==> src/rtl/motor_arm_pkg.sv <==
// motor_arm_pkg: shared types and constants for the motor arming sequencer.
// Holds the 2-bit state encoding seen on state_o and the fault cause codes
// reported on fault_o.

package motor_arm_pkg;

    typedef enum logic [1:0] {
        DISARMED = 2'd0,
        ARMING   = 2'd1,
        ARMED    = 2'd2,
        STOPPED  = 2'd3
    } arm_state_e;

    localparam logic [1:0] FAULT_NONE      = 2'd0;
    localparam logic [1:0] FAULT_KILL      = 2'd1;
    localparam logic [1:0] FAULT_HB        = 2'd2;
    localparam logic [1:0] FAULT_ARM_ABORT = 2'd3;

endpackage

==> src/rtl/kill_debounce.sv <==
// kill_debounce: brings the asynchronous kill switch into the clk_i domain
// through a 2-FF synchronizer and, when MOTOR_ARM_KILL_DEBOUNCE_EN is
// defined, accepts a new level only after it has been stable for
// DEBOUNCE_CYC consecutive cycles. Without the macro q_o is the
// synchronizer output.

module kill_debounce #(
    parameter int unsigned DEBOUNCE_CYC = 1_000
) (
    input  logic clk_i,
    input  logic rst_ni,
    input  logic d_i,
    output logic q_o
);

    logic sync1_q;
    logic sync2_q;

    // Two-stage synchronizer for the asynchronous switch input.
    always_ff @(posedge clk_i or negedge rst_ni) begin
        if (!rst_ni) begin
            sync1_q <= 1'b0;
            sync2_q <= 1'b0;
        end else begin
            sync1_q <= d_i;
            sync2_q <= sync1_q;
        end
    end

`ifdef MOTOR_ARM_KILL_DEBOUNCE_EN
    localparam int unsigned   CW   = $clog2(DEBOUNCE_CYC + 1);
    // The level flips on the DEBOUNCE_CYC-th consecutive disagreeing cycle.
    localparam logic [CW-1:0] LAST = CW'(DEBOUNCE_CYC - 1);

    logic [CW-1:0] cnt_q;
    logic [CW-1:0] cnt_d;
    logic          lvl_q;
    logic          lvl_d;

    // Count consecutive cycles where the synchronized input disagrees with the accepted level.
    always_comb begin
        cnt_d = '0;
        lvl_d = lvl_q;
        if (sync2_q != lvl_q) begin
            if (cnt_q >= LAST) begin
                lvl_d = sync2_q;
            end else begin
                cnt_d = cnt_q + CW'(1);
            end
        end
    end

    // Stability counter and accepted level registers.
    always_ff @(posedge clk_i or negedge rst_ni) begin
        if (!rst_ni) begin
            cnt_q <= '0;
            lvl_q <= 1'b0;
        end else begin
            cnt_q <= cnt_d;
            lvl_q <= lvl_d;
        end
    end

    assign q_o = lvl_q;
`else
    // DEBOUNCE_CYC only matters when the filter is compiled in.
    if (DEBOUNCE_CYC == 0) begin : g_no_filter
    end

    assign q_o = sync2_q;
`endif

endmodule

==> src/rtl/motor_arm_controller.sv <==
// motor_arm_controller: arming and failsafe sequencer for the motor
// emergency-stop gate. Arms only after a host request with zero throttle
// held for ARM_HOLD_CYC cycles, supervises the host heartbeat and the
// external kill switch, and latches a stop with its first cause until the
// host clears it. Optional macro MOTOR_ARM_KILL_DEBOUNCE_EN enables the
// kill switch debounce filter inside kill_debounce.

module motor_arm_controller
    import motor_arm_pkg::*;
#(
    parameter int unsigned HB_TIMEOUT_CYC = 10_000_000,
    parameter int unsigned ARM_HOLD_CYC   = 1_000_000,
    parameter int unsigned DEBOUNCE_CYC   = 1_000
) (
    input  logic       clk_i,
    input  logic       rst_ni,
    input  logic       arm_req_i,
    input  logic       disarm_req_i,
    input  logic       fault_clear_i,
    input  logic       heartbeat_i,
    input  logic       throttle_zero_i,
    input  logic       kill_i,
    output logic       enable_o,
    output logic       stop_o,
    output logic [1:0] state_o,
    output logic [1:0] fault_o
);

    localparam int unsigned     HB_W       = $clog2(HB_TIMEOUT_CYC + 1);
    localparam int unsigned     HOLD_W     = $clog2(ARM_HOLD_CYC + 1);
    localparam logic [HB_W-1:0] HB_MAX     = HB_W'(HB_TIMEOUT_CYC);
    // Loss is flagged as the count steps onto HB_TIMEOUT_CYC, so enable_o
    // drops HB_TIMEOUT_CYC + 1 cycles after the last heartbeat pulse.
    localparam logic [HB_W-1:0] HB_LOST_AT = HB_W'(HB_TIMEOUT_CYC - 1);
    localparam logic [HOLD_W-1:0] HOLD_MAX = HOLD_W'(ARM_HOLD_CYC);

    arm_state_e        state_q;
    arm_state_e        state_d;
    logic [1:0]        fault_q;
    logic [1:0]        fault_d;
    logic              enable_q;
    logic              enable_d;
    logic              stop_q;
    logic              stop_d;
    logic [HB_W-1:0]   hb_cnt_q;
    logic [HB_W-1:0]   hb_cnt_d;
    logic [HOLD_W-1:0] hold_cnt_q;
    logic [HOLD_W-1:0] hold_cnt_d;
    logic              kill_q;
    logic              hb_lost;
    logic              hold_done;

    kill_debounce #(
        .DEBOUNCE_CYC (DEBOUNCE_CYC)
    ) u_kill_debounce (
        .clk_i  (clk_i),
        .rst_ni (rst_ni),
        .d_i    (kill_i),
        .q_o    (kill_q)
    );

    // Heartbeat and arming-hold counters: both saturate, DISARMED holds them at 0.
    always_comb begin
        hb_cnt_d   = '0;
        hold_cnt_d = '0;
        if (state_q != DISARMED && !heartbeat_i) begin
            hb_cnt_d = (hb_cnt_q >= HB_MAX) ? HB_MAX : hb_cnt_q + HB_W'(1);
        end
        if (state_q == ARMING && throttle_zero_i) begin
            hold_cnt_d = (hold_cnt_q >= HOLD_MAX) ? HOLD_MAX : hold_cnt_q + HOLD_W'(1);
        end
    end

    assign hb_lost   = (state_q != DISARMED) && !heartbeat_i && (hb_cnt_q >= HB_LOST_AT);
    assign hold_done = (hold_cnt_q >= HOLD_MAX);

    // Counter registers.
    always_ff @(posedge clk_i or negedge rst_ni) begin
        if (!rst_ni) begin
            hb_cnt_q   <= '0;
            hold_cnt_q <= '0;
        end else begin
            hb_cnt_q   <= hb_cnt_d;
            hold_cnt_q <= hold_cnt_d;
        end
    end

    // Next state and fault cause; the fault is written only on entry to STOPPED.
    always_comb begin
        state_d = state_q;
        fault_d = fault_q;
        case (state_q)
            DISARMED: begin
                if (kill_q) begin
                    state_d = STOPPED;
                    fault_d = FAULT_KILL;
                end else if (arm_req_i && !disarm_req_i && throttle_zero_i) begin
                    state_d = ARMING;
                end
            end
            ARMING, ARMED: begin
                if (kill_q) begin
                    state_d = STOPPED;
                    fault_d = FAULT_KILL;
                end else if (hb_lost) begin
                    state_d = STOPPED;
                    fault_d = FAULT_HB;
                end else if (disarm_req_i) begin
                    state_d = DISARMED;
                end else if (state_q == ARMING) begin
                    if (!throttle_zero_i) begin
                        state_d = STOPPED;
                        fault_d = FAULT_ARM_ABORT;
                    end else if (hold_done) begin
                        state_d = ARMED;
                    end
                end
            end
            STOPPED: begin
                if (fault_clear_i && !kill_q && (hb_cnt_q < HB_MAX)) begin
                    state_d = DISARMED;
                    fault_d = FAULT_NONE;
                end
            end
            default: begin
                state_d = DISARMED;
                fault_d = FAULT_NONE;
            end
        endcase
    end

    // Output decode from the upcoming state so the outputs are registered alongside it.
    always_comb begin
        enable_d = (state_d == ARMED);
        stop_d   = (state_d == STOPPED) || kill_q;
    end

    // State, fault and output registers; stop is asserted out of reset.
    always_ff @(posedge clk_i or negedge rst_ni) begin
        if (!rst_ni) begin
            state_q  <= DISARMED;
            fault_q  <= FAULT_NONE;
            enable_q <= 1'b0;
            stop_q   <= 1'b1;
        end else begin
            state_q  <= state_d;
            fault_q  <= fault_d;
            enable_q <= enable_d;
            stop_q   <= stop_d;
        end
    end

    assign state_o  = state_q;
    assign fault_o  = fault_q;
    assign enable_o = enable_q;
    assign stop_o   = stop_q;

endmodule
==> config.mk <==
export PLATFORM = sky130hd
export DESIGN_NAME = motor_arm_controller
export DESIGN_NICKNAME = d
export VERILOG_FILES = /design/src/rtl/motor_arm_pkg.sv /design/src/rtl/kill_debounce.sv /design/src/rtl/motor_arm_controller.sv
export SDC_FILE = /design/constraint.sdc
export NUM_CORES = 1
export LEC_CHECK = 0
export BUFFER_PORTS_ARGS = -buffer_cell sky130_fd_sc_hd__buf_2
export CORE_MARGIN = 4
export CORE_UTILIZATION = 35
export CTS_CLUSTER_DIAMETER = 30
export DETAILED_ROUTE_END_ITERATION = 8
export PLACE_DENSITY = 0.48
export SETUP_SLACK_MARGIN = 0.05
export SLEW_MARGIN = 20
export SYNTH_ARGS = -nofsm -noshare
export SYNTH_HDL_FRONTEND = slang
export SYNTH_SLANG_ARGS = --single-unit
==> constraint.sdc <==
create_clock -name clk_i -period 2.33 [get_ports clk_i]
set_input_delay 0.1165 -clock clk_i [delete_from_list [all_inputs] [get_ports clk_i]]
set_output_delay 0.1165 -clock clk_i [all_outputs]
set_load 0.1 [all_outputs]
==> qor.yml, run 1 <==
clock_tree:
  clock-root-buffer: "sky130_fd_sc_hd__clkbuf_8"
  cts-buffers-inserted: 5
  clkSlewWorstSetupHoldPaths_ps: 100
  tritoncts: "built"
  clock_sink_count: 52
  cts.htree.levels: 2
  insertion_delay_ps: 300
  cts_resized: 0
  cts_buffer_depth: 2
final_layout:
  layout.cells.most_common_list: "49 x sky130_fd_sc_hd__dfrtp_1, 47 x sky130_fd_sc_hd__nor2_1, 23 x sky130_fd_sc_hd__nand3_1"
  num-nets-final: 320
  antenna_cells: 0
  final_util_pct: 39.8
  syn_to_final_growth_pct: 10.5
  post_route_cells_drive_above_1_share_pct: 16.7
  layout_commonest_cell: "sky130_fd_sc_hd__dfrtp_1"
timing:
  period_minus_slack_ps: 1970
  maxSlewHeadroom_pct: 56.6
  grt_setup_unrepaired: "no"
  report.final.hold_viol_count: 0
  fmax_mhz: 507
  worst_hold_slack_ps: 205
  worstMarginPinSlew_ps: 651
  min_period_over_period_pct: 84.6
  setup-tns-final_ps: 0
  final_max_slew_viol_count: 0
  clock-skew-final_ps: 9.24
  timing.final.setup_violations: 0
route:
  drt-wirelength-per-cell_um: 13.4
  detail_route.vias_per_cell: 4.95
  drt_wl_total_mm: 5.46
  drt_iter0_markers: 68
  route.antenna.remaining_nets: 0
  num_vias: 2018
  detail_route.drc_violations: 0
  detailedRoute.firstPassIterationCount: 4
critical_path:
  r2r-end: "state_o[0]"
  critical-path-slowest-cell: "sky130_fd_sc_hd__dfrtp_1"
  worst_setup_path_endpoint: "state_o[0]"
  reg2reg_slack_ps: 360
  worst_r2r_startpoint: "hb_cnt_q[0]"
  critical-path-max-stage-delay_ps: 440
  timing.setup.critical_path_class: "reg2reg"
  data_arrival_time_of_the_worst_path_ps: 2170
  critical_path_required_ps: 2530
  timing.critical_path.to_type: "flop"
  r2r.worst_path.cells: 7
  path_max_fanout: 6
  timing.critical_path.cells: "ha_1 -> nand2_1 -> nor2_1 -> o2111ai_2 -> o21ai_2 -> o41a_1 -> or2_1"
  worst_setup_path_startpoint: "hb_cnt_q[0]"
  startpoint_type: "flop"
yosys:
  synth_seq_area_share_pct: 46.5
  yosys.cell_types.count: 52
  yosysWarningCount: 0
  synth-edff-count: 0
  ys_dominant_reg_cell: "sky130_fd_sc_hd__dfrtp_1"
  synth_area_per_cell_um2: 9.79
  synthesis.instances: 286
  ys_async_sr_fraction_pct: 100
  postSynthNetCount: 301
  synth.ff_latch_count: 52
  netlist_area_um2: 2800
grt:
  grt_pass1_wl_mm: 9.98
  grt_antenna_before_repair: 0
  first_global_vias: 2078
  grt_util_all_layers_pct: 12.6
  gr-total-overflow: 0
  grt_max_degree: 28
pwr:
  netSwitchingFraction_pct: 41.8
  pwr-share-comb_pct: 37.5
  vdd.ir_drop.worst_mv: 0.263
  power.internal_w: 0.00149
  static_power_due_to_leakage_nw: 1.27
  total_power_w: 0.00255
  clockPowerShare_pct: 21.3
  power.density_cell_area_nw_per_um2: 825
  share_of_power_burned_in_registers_pct: 41.2
  netSwitchingPower_w: 0.00106
place:
  place.gp.congestion: 0.772
  detailedPlacementHpwl_mm: 3.94
  io_buffer_count: 13
floorplan:
  die_area_um2: 9490
  fp.dieW_um: 97.4
  die_h_um: 97.4
  cell_row_count: 32
  ioPinCount: 14
  placeableCoreArea_um2: 7770
  floorplan.initialDensity_pct: 36.0
outcome:
  run_status: "complete, no violations"
hold_path:
  hold_path.class: "in2reg"
run:
  drv.max_cap_violation_count: 0
[worst max-delay path, delay by kind of cell (launching register included)]
kind | cells | cell delay [ps]
and+or+nand+nor | 3 | 430
adders and majority gates | 1 | 270
AOI/OAI and AO/OA | 3 | 730
DFF | 1 | 440
[cells in the mapped netlist, types with 2 or more instances]
cell type                  count  area (um2)
sky130_fd_sc_hd__xnor2_1      16         140
sky130_fd_sc_hd__o21a_1        2        15.0
sky130_fd_sc_hd__and3_2        2        15.0
sky130_fd_sc_hd__nand4_1       6        37.5
sky130_fd_sc_hd__nand2b_1      2        12.5
sky130_fd_sc_hd__nor2_1       47         176
sky130_fd_sc_hd__or2_2         2        12.5
sky130_fd_sc_hd__clkbuf_1      2        7.51
sky130_fd_sc_hd__a21oi_2       2        17.5
sky130_fd_sc_hd__inv_1        11        41.3
sky130_fd_sc_hd__and3_1        8        50.1
sky130_fd_sc_hd__nand2_1      17        63.8
sky130_fd_sc_hd__a31oi_1       4        25.0
sky130_fd_sc_hd__ha_1          7        87.6
sky130_fd_sc_hd__and2_1        2        12.5
sky130_fd_sc_hd__xor2_1       22         193
sky130_fd_sc_hd__nor2_2        2        12.5
sky130_fd_sc_hd__o31ai_1       2        15.0
sky130_fd_sc_hd__o21ai_0       2        10.0
sky130_fd_sc_hd__nand4_2       2        25.0
sky130_fd_sc_hd__nand3_1      23         115
sky130_fd_sc_hd__nor2b_1       3        18.8
sky130_fd_sc_hd__a21oi_1      16        80.1
sky130_fd_sc_hd__nor3_2        5        50.1
sky130_fd_sc_hd__dfrtp_1      51        1280
sky130_fd_sc_hd__buf_6         2        22.5
[stage by stage]
stage	setup WS, ps	instance area, um2	std cells
final	358	3090	408
after CTS	353	3090	408
after global routing	218	3090	408
after floorplan	112	2800	286
after global placement	394	2980	398
after detailed placement	368	2980	398
[power by group through the flow]
stage	sequential [W]	clock, W	combinational, W
2_1_floorplan	0.00138	0	0.000470
3_3_place_gp	0.00106	0	0.000968
3_5_place_dp	0.00107	0	0.000958
4_1_cts	0.00105	0.000576	0.000964
5_1_grt	0.00107	0.000608	0.00105
6_report	0.00105	0.000544	0.000957
[registers in the layout, indices dropped and copies added (netlist names)]
name / flops
hb_cnt_q: 24
stop_o: 1
hold_cnt_q: 20
enable_o: 1
fault_o: 2
state_o: 2
u_kill_debounce.q_o: 1
u_kill_debounce.sync1_q: 1
[cells by family (layout without fill, tap and decap cells)]
kind of cell,after synthesis,in the layout,synth area share (%)
flops,52,52,46.5
fa+ha+maj,7,7,3.13
compound gates,41,41,10.5
xor+xnor,38,38,11.9
buf+inv,16,36,3.04
simple gates,132,132,24.9
[how the worst min path moves through the flow]
| stage | startpoint | endpoint | slack [ps] | cells after the start |
|---|---|---|---|---|
| CTS | heartbeat_i | hb_cnt_q[1] | 200 | 3 |
| floorplan | rst_ni | enable_o | -180 | 0 |
| detailed placement | rst_ni | hb_cnt_q[18] | 180 | 1 |
| global route | heartbeat_i | hb_cnt_q[1] | 210 | 3 |
| finish | heartbeat_i | hb_cnt_q[20] | 210 | 3 |
| global placement | rst_ni | hb_cnt_q[18] | 170 | 1 |
[metal layers]
layer  GRT usage [%]  part of all wire (%)  wire length [um]
met5               0                     0                 0
met4            3.83                   1.4                76
met3            2.37                   2.4               132
met2            19.7                    46              2520
met1            17.8                    50              2740
[timing repair]
item | CTS | global route
hold endpoints to repair | 26 | 0
hold buffers | 2 | 0
buffers inserted | 0 | 0
[cell type report]
type	instances	area, um2
clock buffers	7	86.3
clock inverters	1	7.51
fillers	799	4680
inverters	11	41.3
multi-input cells	218	1410
flip-flops and latches	52	1310
well taps	102	128
repair buffers	17	113
Power figures use the tool's default switching activity.
==> run 2: changes to the inputs <==
--- a/config.mk
+++ b/config.mk
@@ -10,7 +10,7 @@
 export CORE_UTILIZATION = 35
 export CTS_CLUSTER_DIAMETER = 30
 export DETAILED_ROUTE_END_ITERATION = 8
-export PLACE_DENSITY = 0.48
+export PLACE_DENSITY = 0.5
 export SETUP_SLACK_MARGIN = 0.05
 export SLEW_MARGIN = 20
 export SYNTH_ARGS = -nofsm -noshare
==> constraint.sdc (replaced) <==
create_clock -name clk_i -period 1.8 [get_ports clk_i]
set_input_delay 0.09 -clock clk_i [delete_from_list [all_inputs] [get_ports clk_i]]
set_output_delay 0.09 -clock clk_i [all_outputs]
set_load 0.1 [all_outputs]
==> qor.yml, run 2 (same netlist as run 1, synthesis figures left out) <==
timing:
  grt_setup_unrepaired: "yes"
  worstMarginPinSlew_ps: 487
  maxSlewHeadroom_pct: 67.8
  final_max_slew_viol_count: 0
  timing.final.setup_violations: 0
  period_minus_slack_ps: 1760
  report.final.hold_viol_count: 0
  min_period_over_period_pct: 97.9
  worst_hold_slack_ps: 196
  clock-skew-final_ps: 7.06
  fmax_mhz: 568
floorplan:
  placeableCoreArea_um2: 7770
  floorplan.initialDensity_pct: 36.0
  die_area_um2: 9490
  ioPinCount: 14
  die_h_um: 97.4
  fp.dieW_um: 97.4
  cell_row_count: 32
route:
  detailedRoute.firstPassIterationCount: 4
  drt-wirelength-per-cell_um: 13.3
  route.antenna.remaining_nets: 0
  drt_wl_total_mm: 5.87
  drt_iter0_markers: 90
  num_vias: 2176
  detail_route.drc_violations: 0
  detail_route.vias_per_cell: 4.91
critical_path:
  timing.critical_path.cells: "inv_4 -> ha_4 -> nand2_4 -> o21a_1 -> o41a_1 -> or2_1"
  critical_path_required_ps: 2000
  startpoint_type: "flop"
  path_max_fanout: 5
  timing.critical_path.to_type: "flop"
  critical-path-slowest-cell: "sky130_fd_sc_hd__dfrtp_4"
  timing.setup.critical_path_class: "reg2reg"
  critical-path-max-stage-delay_ps: 520
  data_arrival_time_of_the_worst_path_ps: 1960
final_layout:
  syn_to_final_growth_pct: 25.5
  post_route_cells_drive_above_1_share_pct: 30.8
  most_flop_heavy_register: "hb_cnt_q"
  antenna_cells: 0
  layout_commonest_cell: "sky130_fd_sc_hd__dfrtp_1"
  num-nets-final: 356
  final_util_pct: 45.2
  post-route-cell-area_um2: 3510
  number_of_flip_flops_in_the_largest_register: 24
  layout.cells.most_common_list: "48 x sky130_fd_sc_hd__dfrtp_1, 42 x sky130_fd_sc_hd__nor2_1, 35 x sky130_fd_sc_hd__buf_4"
  reg.largest.list: "hb_cnt_q (24), hold_cnt_q (20)"
grt:
  grt_max_degree: 23
  gr-total-overflow: 0
  grt_pass1_wl_mm: 9.96
  grt_util_all_layers_pct: 12.7
  grt_antenna_before_repair: 0
  first_global_vias: 2059
clock_tree:
  tritoncts: "built"
  cts.htree.levels: 2
  cts_buffer_depth: 2
  clkSlewWorstSetupHoldPaths_ps: 90
  insertion_delay_ps: 300
  clock_sink_count: 52
  cts-buffers-inserted: 5
  clock-root-buffer: "sky130_fd_sc_hd__clkbuf_8"
place:
  dpl_cell_area_um2: 3240
  detailedPlacementHpwl_mm: 4.23
  io_buffer_count: 13
  place.gp.congestion: 0.822
pwr:
  vdd.ir_drop.worst_mv: 1.49
  total_power_w: 0.00354
  static_power_due_to_leakage_nw: 1.53
  power.density_cell_area_nw_per_um2: 1010
run:
  drv.max_cap_violation_count: 0
hold_path:
  hold_path.class: "in2async"
outcome:
  run_status: "complete, no violations"
## run 2: changes by cell type in the layout (fill, tap and decap cells not counted), sizes merged
cell / change
clkinvlp: -1
clkinv: +1
nand2: +1
clkbuf: -1
buf: +35
## run 2: power by group
group          leakage, nW  internal (W)  switching [W]
clock network       0.0410      0.000266       0.000370
registers            0.704       0.00128      0.0000909
logic                0.781      0.000520        0.00101
## run 2: per-layer routing
layer  vias up  part of all wire [%]  track usage (%)
met5         -                     0                0
met4         0                   1.1             3.51
met3         6                   2.4             2.37
met2        24                    47             19.5
met1      1049                    50             18.3
li1       1097                     -                -
## run 2: worst paths after layout
| kind | from | endpoint | slack, ps | cells past startpoint |
|---|---|---|---|---|
| worst min register to register | u_kill_debounce.sync1_q | u_kill_debounce.q_o | 360 | 0 |
| worst min-delay path | rst_ni | hb_cnt_q[20] | 200 | 2 |
| min in group clk_i | throttle_zero_i | hold_cnt_q[17] | 210 | 4 |
| worst max register to register | state_o[1] | state_o[0] | 40 | 6 |
| max in group asynchronous | rst_ni | hb_cnt_q[11] | 1000 | 3 |
| worst max-delay path | state_o[1] | state_o[0] | 40 | 6 |
## run 2: area by class of cell
type	instances	area (um2)
Multi-Input combinational cell	219	1580
Clock buffer	6	72.6
Inverter	11	46.3
Clock inverter	1	5.00
Tap cell	102	128
Timing Repair Buffer	52	370
Fill cell	734	4250
Sequential cell	52	1310
## run 2: metrics by stage
| step | cells | setup TNS [ps] | setup slack, ps |
|---|---|---|---|
| after CTS | 440 | 0 | 27.3 |
| after global routing | 443 | -151 | -48.8 |
| after floorplan | 286 | -184 | -81.4 |
| after global placement | 426 | 0 | 17.3 |
| final | 443 | 0 | 38.0 |
| after detailed placement | 426 | 0 | 20.4 |
## run 2: timing repair
action / 4_1_cts / 5_1_grt
hold buffers: 2 / 0
endpoints found under the hold margin: 12 / 0
setup buffers: 5 / 2
endpoints found under the setup margin: 4 / 29
gates resized for setup: 10 / 15
cloned: 0 / 1
pin swaps: 8 / 9
## run 2: critical path: cells and delay by family (launching register included)
kind	cells	cell delay [ps]
buf+inv	1	90
flops	1	520
simple gates	2	260
fa+ha+maj	1	170
compound gates	2	600
